===== config.mk =====
export PLATFORM = sky130hd
export DESIGN_NAME = uart_mmio_ctrl
export DESIGN_NICKNAME = d
export VERILOG_FILES = /design/src/rtl/uart_mmio_ctrl.sv
export SDC_FILE = /design/constraint.sdc
export NUM_CORES = 1
export LEC_CHECK = 0
export CAP_MARGIN = 20
export CORE_ASPECT_RATIO = 1.2
export CORE_UTILIZATION = 42
export CTS_BUF_LIST = sky130_fd_sc_hd__clkbuf_8
export DETAILED_ROUTE_END_ITERATION = 12
export GPL_ROUTABILITY_DRIVEN = 0
export PLACE_DENSITY = 0.89
export RECOVER_POWER = 100
export SLEW_MARGIN = 15
export SYNTH_ARGS = -nofsm -noshare
export SYNTH_HDL_FRONTEND = slang
export SYNTH_SLANG_ARGS = --single-unit
export TNS_END_PERCENT = 50

===== constraint.sdc =====
create_clock -name sysclk -period 2.7 [get_ports sysclk]
set_input_delay 0.27 -clock sysclk [delete_from_list [all_inputs] [get_ports sysclk]]
set_output_delay 0.27 -clock sysclk [all_outputs]
set_load 0.02 [all_outputs]

===== src/rtl/uart_mmio_ctrl.sv =====
// Memory-mapped UART controller: TXD/RXD/CON registers, TX sequencing FSM, RX holding register, level irq.
// Define UART_TX_FIFO_EN to replace the single TX holding register with a TX_FIFO_DEPTH-entry FIFO.
module uart_mmio_ctrl #(
    parameter logic [31:0] BASE_ADDR     = 32'h40000018,
    parameter int unsigned TX_FIFO_DEPTH = 4
) (
    input  logic        sysclk,
    input  logic        reset,
    input  logic [31:0] addr,
    input  logic [31:0] wdata,
    input  logic        memwrite,
    input  logic        memread,
    output logic [31:0] rdata,
    output logic [7:0]  tx_data,
    output logic        tx_start,
    input  logic        tx_busy,
    input  logic [7:0]  rx_data,
    input  logic        rx_valid,
    output logic        irq
);
    typedef enum logic [1:0] {S_IDLE, S_START, S_WAIT_BUSY, S_WAIT_DONE} tx_state_t;

    tx_state_t  state_reg, state_next;
    logic [7:0] tx_data_reg, tx_last_reg, rx_hold_reg;
    logic       tx_irq_en_reg, rx_irq_en_reg, tx_done_reg, rx_ready_reg;
    logic       rx_overrun_reg, tx_drop_reg, irq_reg;
    logic       sel_txd, sel_rxd, sel_con, con_read, rxd_read, txd_write;
    logic       push, drop, pop, q_empty, tx_full, tx_done_set;
    logic [7:0] q_head;
    logic       unused_ok;

    assign sel_txd   = (addr == BASE_ADDR);
    assign sel_rxd   = (addr == BASE_ADDR + 32'd4);
    assign sel_con   = (addr == BASE_ADDR + 32'd8);
    assign con_read  = memread && sel_con;
    assign rxd_read  = memread && sel_rxd;
    assign txd_write = memwrite && sel_txd;
    assign push      = txd_write && !tx_full;
    assign drop      = txd_write && tx_full;

`ifdef UART_TX_FIFO_EN
    localparam int AW = (TX_FIFO_DEPTH > 1) ? $clog2(TX_FIFO_DEPTH) : 1;
    logic [7:0]    fifo_mem [TX_FIFO_DEPTH];
    logic [AW-1:0] wr_ptr_reg, rd_ptr_reg;
    logic [AW:0]   count_reg;

    always_ff @(posedge sysclk) begin
        if (push)
            fifo_mem[wr_ptr_reg] <= wdata[7:0];
    end

    // Pointers wrap naturally because the depth is a power of two.
    always_ff @(posedge sysclk) begin
        if (reset) begin
            wr_ptr_reg <= '0;
            rd_ptr_reg <= '0;
            count_reg  <= '0;
        end else begin
            if (push) wr_ptr_reg <= wr_ptr_reg + 1'b1;
            if (pop)  rd_ptr_reg <= rd_ptr_reg + 1'b1;
            if (push && !pop)      count_reg <= count_reg + 1'b1;
            else if (pop && !push) count_reg <= count_reg - 1'b1;
        end
    end

    assign q_head    = fifo_mem[rd_ptr_reg];
    assign q_empty   = (count_reg == '0);
    assign tx_full   = (count_reg == (AW+1)'(TX_FIFO_DEPTH));
    assign unused_ok = ^wdata[31:8];
`else
    logic [7:0] hold_reg;
    logic       hold_valid_reg;

    always_ff @(posedge sysclk) begin
        if (reset) begin
            hold_reg       <= 8'd0;
            hold_valid_reg <= 1'b0;
        end else if (push) begin
            hold_reg       <= wdata[7:0];
            hold_valid_reg <= 1'b1;
        end else if (pop) begin
            hold_valid_reg <= 1'b0;
        end
    end

    assign q_head    = hold_reg;
    assign q_empty   = !hold_valid_reg;
    assign tx_full   = hold_valid_reg;
    assign unused_ok = ^{wdata[31:8], TX_FIFO_DEPTH[0]};
`endif

    // IDLE also waits for tx_busy low so a frame left running across reset is never overlapped.
    always_comb begin
        state_next  = state_reg;
        pop         = 1'b0;
        tx_done_set = 1'b0;
        case (state_reg)
            S_IDLE: begin
                if (!q_empty && !tx_busy) begin
                    pop        = 1'b1;
                    state_next = S_START;
                end
            end
            S_START:     state_next = S_WAIT_BUSY;
            S_WAIT_BUSY: if (tx_busy) state_next = S_WAIT_DONE;
            S_WAIT_DONE: begin
                if (!tx_busy) begin
                    tx_done_set = 1'b1;
                    state_next  = S_IDLE;
                end
            end
            default:     state_next = S_IDLE;
        endcase
    end

    always_ff @(posedge sysclk) begin
        if (reset) begin
            state_reg      <= S_IDLE;
            tx_data_reg    <= 8'd0;
            tx_last_reg    <= 8'd0;
            rx_hold_reg    <= 8'd0;
            tx_irq_en_reg  <= 1'b0;
            rx_irq_en_reg  <= 1'b0;
            tx_done_reg    <= 1'b0;
            rx_ready_reg   <= 1'b0;
            rx_overrun_reg <= 1'b0;
            tx_drop_reg    <= 1'b0;
            irq_reg        <= 1'b0;
        end else begin
            state_reg <= state_next;
            if (pop)  tx_data_reg <= q_head;
            if (push) tx_last_reg <= wdata[7:0];
            if (memwrite && sel_con) begin
                tx_irq_en_reg <= wdata[0];
                rx_irq_en_reg <= wdata[1];
            end
            // Sticky bits: a set in the same cycle as a CON read wins.
            tx_done_reg <= tx_done_set || (tx_done_reg && !con_read);
            tx_drop_reg <= drop || (tx_drop_reg && !con_read);
            if (rx_valid) begin
                rx_hold_reg  <= rx_data;
                rx_ready_reg <= 1'b1;
            end else if (rxd_read) begin
                rx_ready_reg <= 1'b0;
            end
            rx_overrun_reg <= (rx_valid && rx_ready_reg && !rxd_read) ||
                              (rx_overrun_reg && !con_read);
            irq_reg <= (tx_irq_en_reg && tx_done_reg) || (rx_irq_en_reg && rx_ready_reg);
        end
    end

    always_comb begin
        rdata = 32'd0;
        if (sel_txd)
            rdata = {24'd0, tx_last_reg};
        else if (sel_rxd)
            rdata = {24'd0, rx_hold_reg};
        else if (sel_con)
            rdata = {25'd0, tx_drop_reg, rx_overrun_reg, tx_full, rx_ready_reg,
                     tx_done_reg, rx_irq_en_reg, tx_irq_en_reg};
    end

    assign tx_data  = tx_data_reg;
    assign tx_start = (state_reg == S_START);
    assign irq      = irq_reg;
endmodule


==> summary.txt, run 1 <==
Finish
  • Leading cell type in the layout, fill and taps excluded: clkdlybuf4s50_1
  • Fraction of layout cells with a size suffix above 1: 12.8%
  • Antenna diodes: 0
  • Final nets: 380
  • Fin util: 61.2%
  • P&R area growth vs syn: 38.6%
  • Filler Cells Inserted: 391
  • Most frequent cells in the layout: clkdlybuf4s50_1, dfxtp_1, conb_1

Setup path
  • R2r setup slk: 1.06 ns
  • Startpoint Class: primary input
  • CP max FO: 8
  • Endpoint type of the worst setup path: output port
  • Reg2Reg Depth: 6
  • Worst reg2reg path endpoint: state_reg[1]$_SDFFE_PP0P_
  • WS Path Type: in2out
  • Worst R2R Start: state_reg[0]$_SDFFE_PP0P_
  • Critical Path RT: 2.43 ns
  • Critical Path AT: 2.31 ns

Detailed routing
  • Drt initial violations: 74
  • Pre-Repair DR Iteration Count: 4
  • Post-route DRC: 0
  • Number of nets still failing antenna checks after routing: 0
  • Wirelength, routed: 4940 um
  • Via count: 1850
  • WL per Instance: 13.9 um
  • Routed vias/inst: 5.20

Synthesis
  • Synth Register Bits: 34
  • Mapped Area: 2040 um^2
  • Top cells by area in the synthesized netlist: dfxtp_1, mux2i_1, buf_4, nor2_1, nand4_1
  • Yosys top cell by area: dfxtp_1
  • Post-synth EDFFs: 0
  • Seq/Total Area, Yosys: 33.3%
  • Cells after synthesis: 217
  • Synth async-reset ratio: 0%
  • Synth Flop Type: dfxtp_1
  • Unique cell type count in the Yosys netlist: 40
  • Syn avg cell area: 9.42 um^2
  • Syn. warnings: 0
  • Top cell type's share of synthesized area: 33.3%

Timing
  • Hold slack: 0.471 ns
  • Worst Skew: 0.00617 ns
  • Final setup violation count: 0
  • RSZ-0062 raised after global routing: no
  • Final worst path period need: 2.58 ns
  • Max-slew violation count: 0
  • Worst setup margin: 0.117 ns
  • Max-Slew Margin vs Limit: 37.1%
  • Fin crit share: 95.7%
  • Fmax: 387 MHz
  • Worst Tran Pin Value: 0.944 ns
  • Final hold viol count: 0

Power and ir drop
  • Static Leak: 0.00121 uW
  • Peak VDD IR: 0.000259 V
  • Power Dens Cells: 400 nW/um^2

Min path
  • Worst hold start: rx_overrun_reg$_SDFF_PP0_
  • HP Class: reg2reg
  • Hold Crit Depth: 1
  • Hold endpoint: rx_overrun_reg$_SDFF_PP0_

Floorplanning
  • Row count: 27
  • Die W: 65.7 um
  • Io pins: 120
  • Die area: 5150 um^2
  • Die height: 78.4 um
  • Core area: 4630 um^2
  • Initial Util: 44.1%

CTS
  • H-tree depth reported by CTS: 2
  • Clock Sinks: 34
  • Clock Path Buffers: 2
  • Worst skew pair latency: 0.29 ns
  • CTS tree: yes
  • Number of CTS-inserted buffers: 5
  • CTS root buf: clkbuf_8
  • CTS clk-pin slew, worst paths: 0.07 ns

Outcome
  • Status: finished clean

Run
  • Max-cap violations: 0

Place
  • Post-DP HPWL: 3740 um
  • Pre-CTS WS: -0.0197 ns
  • PortBufs: 71

GRT
  • Total track usage: 21.0%
  • Initial antenna violation count: 0
  • Pin count of the biggest net entering global routing: 23
  • First-pass GRT wire length: 8290 um
  • Vias in the first global route: 1840
  • GRT overflow: 0
## Yosys cell counts (2+ instances only)
library cell,instances
nand4_2,2
nand2_1,3
buf_6,5
o22a_1,7
inv_1,5
buf_1,2
o31ai_1,10
nor4b_2,2
nor2_1,21
o2bb2ai_1,2
and4_1,3
nor2b_1,7
ha_1,5
buf_4,24
nor4_4,3
nor4_2,3
clkbuf_1,5
and3_1,6
nor3_1,9
nand4_1,12
dfxtp_1,34
a21oi_1,12
mux2i_1,18
## critical path, cell delays in order
cell and delay, ns:
clkdlybuf4s50_1 0.45, nor4_4 0.42, nand4_4 0.21, buf_4 0.20
nor3_1 0.22, o22a_1 0.20, dlygate4sd2_1 0.34
## final cells by class
class | count | area [um^2] | share of cell area (%)
Timing Repair Buffer | 87 | 793 | 28.0
Inverter | 5 | 18.8 | 0.663
Clock buffer | 6 | 82.6 | 2.92
Tap cell | 58 | 72.6 | 2.56
Multi-Input combinational cell | 164 | 1170 | 41.4
Clock inverter | 2 | 12.5 | 0.442
Sequential cell | 34 | 681 | 24.0
## per-layer routing
layer  wire [um]  track usage [%]
met5           0                0
met4          71             7.83
met3         310             6.25
met2        2560             35.7
met1        2000             24.2
## how the worst max path moves through the flow
stage | depth (start not counted) | endpoint | startpoint
after floorplan | 3 | rdata[7] | addr[10]
after global placement | 6 | rdata[5] | addr[14]
after detailed placement | 6 | rdata[1] | addr[14]
after CTS | 6 | rdata[1] | addr[0]
after global routing | 7 | rdata[2] | addr[10]
final | 7 | rdata[2] | addr[9]
## what timing repair did
| item | in CTS | in global routing |
|---|---|---|
| setup buffers | 1 | 2 |
| hold buffers | 0 | 0 |
| gates cloned | 0 | 0 |
| endpoints found under the hold margin | 0 | 0 |
| pin swaps | 2 | 3 |
| resized for setup | 5 | 6 |
| setup endpoints to repair | 5 | 6 |
## power by group
group          switching [uW]  leakage [uW]  total [uW]  internal, uW
Combinational             106      0.000887         215           108
Clock                     189     0.0000472         393           205
Sequential               10.0      0.000276         525           515
## stage by stage
step | total power [uW] | TNS, ns | cells | area (um^2)
floorplan | 668 | 0 | 240 | 2130
global placement | 747 | 0 | 345 | 2740
detailed placement | 753 | -0.0572 | 345 | 2740
CTS | 1150 | 0 | 354 | 2850
global route | 1190 | 0 | 356 | 2830
finish | 1130 | 0 | 356 | 2830
## kinds of logic after synthesis
| kind of cell | count (synthesis) | share of synthesized area (%) |
|---|---|---|
| mux | 19 | 9.37 |
| fa+ha+maj | 5 | 3.06 |
| simple gates | 79 | 26.4 |
| compound gates | 37 | 13.7 |
| flops | 34 | 33.3 |
| other cells | 1 | 0.184 |
| buf+inv | 42 | 14.0 |
Note: power is estimated with default switching activity, not from simulation.
==> run 2: changes to the inputs <==
- ABC_AREA: default -> 1
- CORE_UTILIZATION: 42 -> 44
- PLACE_DENSITY: 0.89 -> 0.9
- TNS_END_PERCENT: 50 -> 30
==> run 2 against run 1 <==
Routed wire length up 7.4%; highest routed layer unchanged; clock power down 1%; die area is 4.0% higher; clock skew shrank 0.0022 ns; sequential cell count is the same; count of clock-buffer cells in the layout is the same; sequential power is 3% higher; critical path type unchanged; non-clock buffer count fell by 13; largest power group unchanged; first-iteration DRC count grew 47%; critical path depth rose by 2.
==> summary.txt, run 2 <==
Outcome
  • Status: finished clean

Synthesis
  • Top cell type's share of synthesized area: 30.5%
  • Synth Register Bits: 34
  • Top cells by area in the synthesized netlist: dfxtp_1, nand2_1, nor2_1, inv_1, buf_4
  • Syn. warnings: 0
  • Unique cell type count in the Yosys netlist: 22
  • Post-synth EDFFs: 0
  • Synth Flop Type: dfxtp_1
  • Yosys top cell by area: dfxtp_1
  • Mapped Area: 2230 um^2
  • Seq/Total Area, Yosys: 30.5%
  • Cells after synthesis: 368
  • Synth async-reset ratio: 0%
  • Syn avg cell area: 6.06 um^2
  • Top cells by count, synth: nand2_1, nor2_1, inv_1

Setup path
  • Worst reg2reg path endpoint: tx_data[1]$_SDFFE_PP0P_
  • Critical Path Max Stage Delay: 0.55 ns
  • R2r setup slk: 1.16 ns
  • Critical path's slowest cell: dlygate4sd3_1
  • CP max FO: 8
  • Worst R2R Start: state_reg[0]$_SDFFE_PP0P_
  • Endpoint type of the worst setup path: output port
  • Critical Path RT: 2.43 ns
  • Reg2Reg Depth: 5
  • CP delay by family, top: buffers and inverters
  • Worst path cell trace: dlygate4sd3_1 -> nor2_1 -> nand2_1 -> nor2_1 -> nand2_2 -> nor2_1 -> inv_2 -> o21ai_0 -> clkbuf_1
  • Critical Path AT: 2.10 ns
  • WS Path Type: in2out
  • Worst path most repeated cell: nor2_1
  • WP buf/inv: 3
  • Startpoint Class: primary input

GRT
  • Total track usage: 20.8%
  • Vias in the first global route: 2172
  • GRT busiest layer: met2
  • Met3 Track Usage GR: 5.86%
  • First-pass GRT wire length: 8540 um
  • GR Layer Usage met2: 37.5%
  • Pin count of the biggest net entering global routing: 18
  • Initial antenna violation count: 0
  • GRT overflow: 0
  • M1 GR Usage: 21.6%

CTS
  • CTS tree: yes
  • CTS clk-pin slew, worst paths: 0.07 ns
  • CTS root buf: clkbuf_8
  • Clock Path Buffers: 2
  • H-tree depth reported by CTS: 2
  • Worst skew pair latency: 0.30 ns
  • Number of CTS-inserted buffers: 5
  • Post-CTS Resized: 0
  • Post-CTS setup buffers: 0
  • Hold Buf Count CTS: 0
  • Clock Sinks: 34

Timing
  • Worst Tran Pin Value: 0.567 ns
  • Final worst path period need: 2.37 ns
  • Max-slew violation count: 0
  • Final hold viol count: 0
  • Setup TNS: 0 ns
  • Final setup violation count: 0
  • Fin crit share: 87.6%
  • RSZ-0062 raised after global routing: no
  • Max-Slew Margin vs Limit: 62.2%
  • Worst Skew: 0.00397 ns
  • Fmax: 423 MHz

Floorplanning
  • Initial Util: 45.4%
  • Die height: 80.0 um
  • Io pins: 120
  • Die area: 5350 um^2
  • Row count: 28
  • Die W: 67.0 um
  • Core area: 4900 um^2

Detailed routing
  • Wirelength, routed: 5310 um
  • Number of nets still failing antenna checks after routing: 0
  • Routed vias/inst: 4.70
  • Post-route DRC: 0
  • WL per Instance: 10.6 um
  • Drt initial violations: 109
  • Via count: 2362
  • Pre-Repair DR Iteration Count: 4

Min path
  • HP Class: reg2reg
  • Hold Crit Depth: 2
  • Hold endpoint: tx_data[4]$_SDFFE_PP0P_
  • Worst hold start: tx_data[4]$_SDFFE_PP0P_

Power and ir drop
  • Static Leak: 0.00137 uW
  • Power Dens Cells: 403 nW/um^2
  • Peak VDD IR: 0.000260 V

Finish
  • Antenna diodes: 0
  • Filler Cells Inserted: 463
  • Sequential Area: 681 um^2
  • Fraction of layout cells with a size suffix above 1: 3.84%
  • P&R area growth vs syn: 32.1%
  • Most frequent cells in the layout: nor2_1, nand2_1, inv_1
  • Post-route insts no fill: 503
  • Final nets: 525
  • Footprint of the multi-input gates: 1140 um^2
  • Leading cell type in the layout, fill and taps excluded: nor2_1

Place
  • PortBufs: 71
  • Post-Place Cells: 495
  • Post-DP HPWL: 4150 um

Run
  • Max-cap violations: 0
-- run 2: cell count changes in the layout (fill, tap and decap cells not counted), sizes merged, moves of 5 or more --
cell	previous run	this run
nor2b	7	0
nor3	9	3
mux2i	18	0
nand3	1	23
nor4	6	0
nand2	4	75
inv	5	67
buf	14	2
o21ai	0	20
o22a	7	0
a21oi	12	17
nor2	21	78
and3	6	0
o31ai	11	0
-- run 2: logic make-up (layout without fill, tap and decap cells) --
kind of cell	count (synthesis)	count (layout)	synth area share [%]
other	1	24	0.168
flip-flops	34	34	30.5
buffers and inverters	99	151	20.9
adder cells (fa/ha/maj)	5	5	2.81
AO/OA/AOI/OAI	38	38	8.65
AND/OR/NAND/NOR	191	191	36.9
-- run 2: stage by stage --
stage	worst slack [ns]	hold slack (ns)	util (%)	cell area [um^2]	total power [uW]
after floorplan	0.994	0.339	-	2310	715
after global placement	0.0460	0.431	59.7	2930	798
after detailed placement	0.0265	0.436	59.7	2930	811
after CTS	0.0265	0.447	61.6	3020	1200
after global routing	0.180	0.465	60.0	2940	1250
final	0.334	0.443	60.0	2940	1190
-- run 2: report_power, final --
group	switching, uW	leakage (uW)	internal [uW]
Combinational	138	0.00104	120
Clock	188	0.0000524	202
Sequential	16.1	0.000277	523
Total	341	0.00137	845
-- run 2: worst max path at each step --
stage / start / to / slack (ns) / cells past startpoint
2_1_floorplan: addr[23] / rdata[7] / 0.99 / 7
3_3_place_gp: addr[29] / rdata[3] / 0.05 / 11
3_5_place_dp: addr[2] / rdata[3] / 0.03 / 10
4_1_cts: addr[2] / rdata[3] / 0.03 / 10
5_1_grt: addr[29] / rdata[7] / 0.18 / 9
6_report: addr[29] / rdata[7] / 0.33 / 9
-- run 2: worst reg2reg max path, cell delays in order, from the launching register on --
cell,delay [ns]
dfxtp_1,0.34
inv_1,0.11
ha_1,0.18
nand3_1,0.39
o21ai_0,0.33
a21oi_1,0.06
-- run 2: routing by layer --
layer,wire length (um),part of all wire (%)
met5,0,0
met4,174,3.3
met3,294,5.5
met2,2720,51
met1,2130,40
-- run 2: area by class of cell --
cell class / count / share of cell area [%]
Tap cell: 60 / 2.55
Sequential cell: 34 / 23.1
Inverter: 69 / 8.80
Timing Repair Buffer: 74 / 23.5
Multi-Input combinational cell: 258 / 38.9
Clock inverter: 2 / 0.298
Clock buffer: 6 / 2.81
==> run 3: changes to the inputs <==
- CORE_UTILIZATION: 44 -> 29
- PLACE_DENSITY: 0.9 -> 0.64
==> run 3 against run 2 <==
Combinational power about the same; clock skew increased by 0.0025 ns; global-route usage decreased by 6.0 points; worst hold slack got worse by 0.0016 ns; core utilization decreased by 19 points; via count decreased by 4.2%; largest power group unchanged; worst setup slack got worse by 0.012 ns; largest cell class unchanged; die area increased by 50%.
==> summary.txt, run 3 (synthesis results as in run 2) <==
Outcome
  • Status: finished clean

Timing
  • Max-Slew Margin vs Limit: 54.4%
  • Worst Tran Pin Value: 0.684 ns
  • Worst setup margin: 0.321 ns
  • Setup TNS: 0 ns
  • Fmax: 420 MHz
  • Final hold viol count: 0
  • Final setup violation count: 0
  • Max-slew violation count: 0
  • RSZ-0062 raised after global routing: no
  • Final worst path period need: 2.38 ns
  • Fin crit share: 88.1%
  • Worst Skew: 0.00644 ns

Detailed routing
  • Metal-1 WL: 2370 um
  • WL met2: 2600 um
  • Drt initial violations: 93
  • Routed wl met3: 220 um
  • Routed vias/inst: 4.23
  • Number of nets still failing antenna checks after routing: 0
  • Via count: 2262
  • Wirelength, routed: 5370 um
  • Post-route DRC: 0
  • Pre-Repair DR Iteration Count: 6
  • Max Used Layer: met4
  • WL per Instance: 10.0 um

CTS
  • Clock Path Buffers: 2
  • Worst skew pair latency: 0.29 ns
  • CTS clk-pin slew, worst paths: 0.07 ns
  • CTS tree: yes
  • H-tree depth reported by CTS: 2
  • Hold Buf Count CTS: 0
  • CTS root buf: clkbuf_8
  • Number of CTS-inserted buffers: 5
  • Clock Sinks: 34

Min path
  • Worst hold start: tx_data[4]$_SDFFE_PP0P_
  • HP Class: reg2reg
  • Hold Crit Depth: 2
  • Hold endpoint: tx_data[4]$_SDFFE_PP0P_

Setup path
  • Worst R2R Start: state_reg[0]$_SDFFE_PP0P_
  • WS Path Type: in2out
  • Endpoint type of the worst setup path: output port
  • Startpoint Class: primary input
  • R2r setup slk: 1.16 ns
  • Critical Path AT: 2.11 ns
  • Reg2Reg Depth: 5
  • Worst reg2reg path endpoint: tx_data[7]$_SDFFE_PP0P_
  • Critical Path RT: 2.43 ns
  • CP max FO: 9

Floorplanning
  • Initial Util: 30.3%
  • Core area: 7360 um^2
  • Die W: 82.0 um
  • Die height: 98.0 um
  • Row count: 34
  • Die area: 8040 um^2
  • Io pins: 120

Finish
  • Final nets: 527
  • Post-route insts no fill: 535
  • P&R area growth vs syn: 35.3%
  • Fraction of layout cells with a size suffix above 1: 4.49%
  • Most frequent cells in the layout: nor2_1, nand2_1, inv_1
  • Fin util: 41.0%
  • Antenna diodes: 0
  • Filler Cells Inserted: 802

GRT
  • Vias in the first global route: 2212
  • Pin count of the biggest net entering global routing: 18
  • GRT overflow: 0
  • Initial antenna violation count: 0
  • First-pass GRT wire length: 9260 um
  • Total track usage: 14.8%

Place
  • Post-Place Cells: 527
  • Post-DP HPWL: 4380 um
  • Pre-CTS WS: 0.0814 ns
  • PortBufs: 71

Power and ir drop
  • Power Dens Cells: 391 nW/um^2
  • Peak VDD IR: 0.000228 V
  • Static Leak: 0.00143 uW

Run
  • Max-cap violations: 0
==> run 3: critical path, cell delays in order <==
cell and delay (ns):
dlygate4sd3_1 0.55, nor2_1 0.16, nand2_1 0.07, nor2_1 0.15, nand2_2 0.13, nor2_2 0.13
buf_4 0.16, nand2_1 0.06, nand3_1 0.08, nand2_1 0.07, inv_1 0.05, clkbuf_1 0.22
==> run 3: worst max path at each step <==
stage / start / endpoint / depth (start not counted)
floorplan: addr[23] / rdata[7] / 7
global placement: addr[4] / rdata[7] / 10
detailed placement: addr[29] / rdata[1] / 12
CTS: addr[29] / rdata[1] / 12
global route: addr[29] / rdata[3] / 12
finish: addr[29] / rdata[3] / 12
==> run 3: metrics by stage <==
stage	cell area, um^2	total power [uW]	hold slack [ns]
floorplan	2310	715	0.339
global placement	2980	802	0.431
detailed placement	2980	813	0.436
CTS	3070	1200	0.447
global route	3020	1260	0.468
finish	3020	1180	0.441
==> run 3: cell type report <==
type | count | area [um^2] | area share, %
multi-input combinational | 258 | 1160 | 38.3
timing repair buffer | 76 | 716 | 23.7
sequential | 34 | 681 | 22.6
inverter | 69 | 259 | 8.59
tap | 90 | 113 | 3.73
clock buffer | 6 | 82.6 | 2.74
clock inverter | 2 | 8.76 | 0.290
==> run 3: what timing repair did <==
| item | CTS | global route |
|---|---|---|
| resized for setup | 0 | 8 |
| setup endpoints to repair | 0 | 8 |
| buffers inserted | 0 | 0 |
==> run 3: where the power goes <==
group | internal [uW] | switching, uW | total [uW]
Sequential | 523 | 16.4 | 540
Clock | 202 | 180 | 382
Combinational | 120 | 136 | 256
Total | 845 | 333 | 1180
==> run 3: per-layer routing <==
layer	up-vias	GRT usage, %
li1	1220	-
met1	966	17.3
met2	62	25.0
met3	14	3.74
met4	0	6.48
met5	-	0
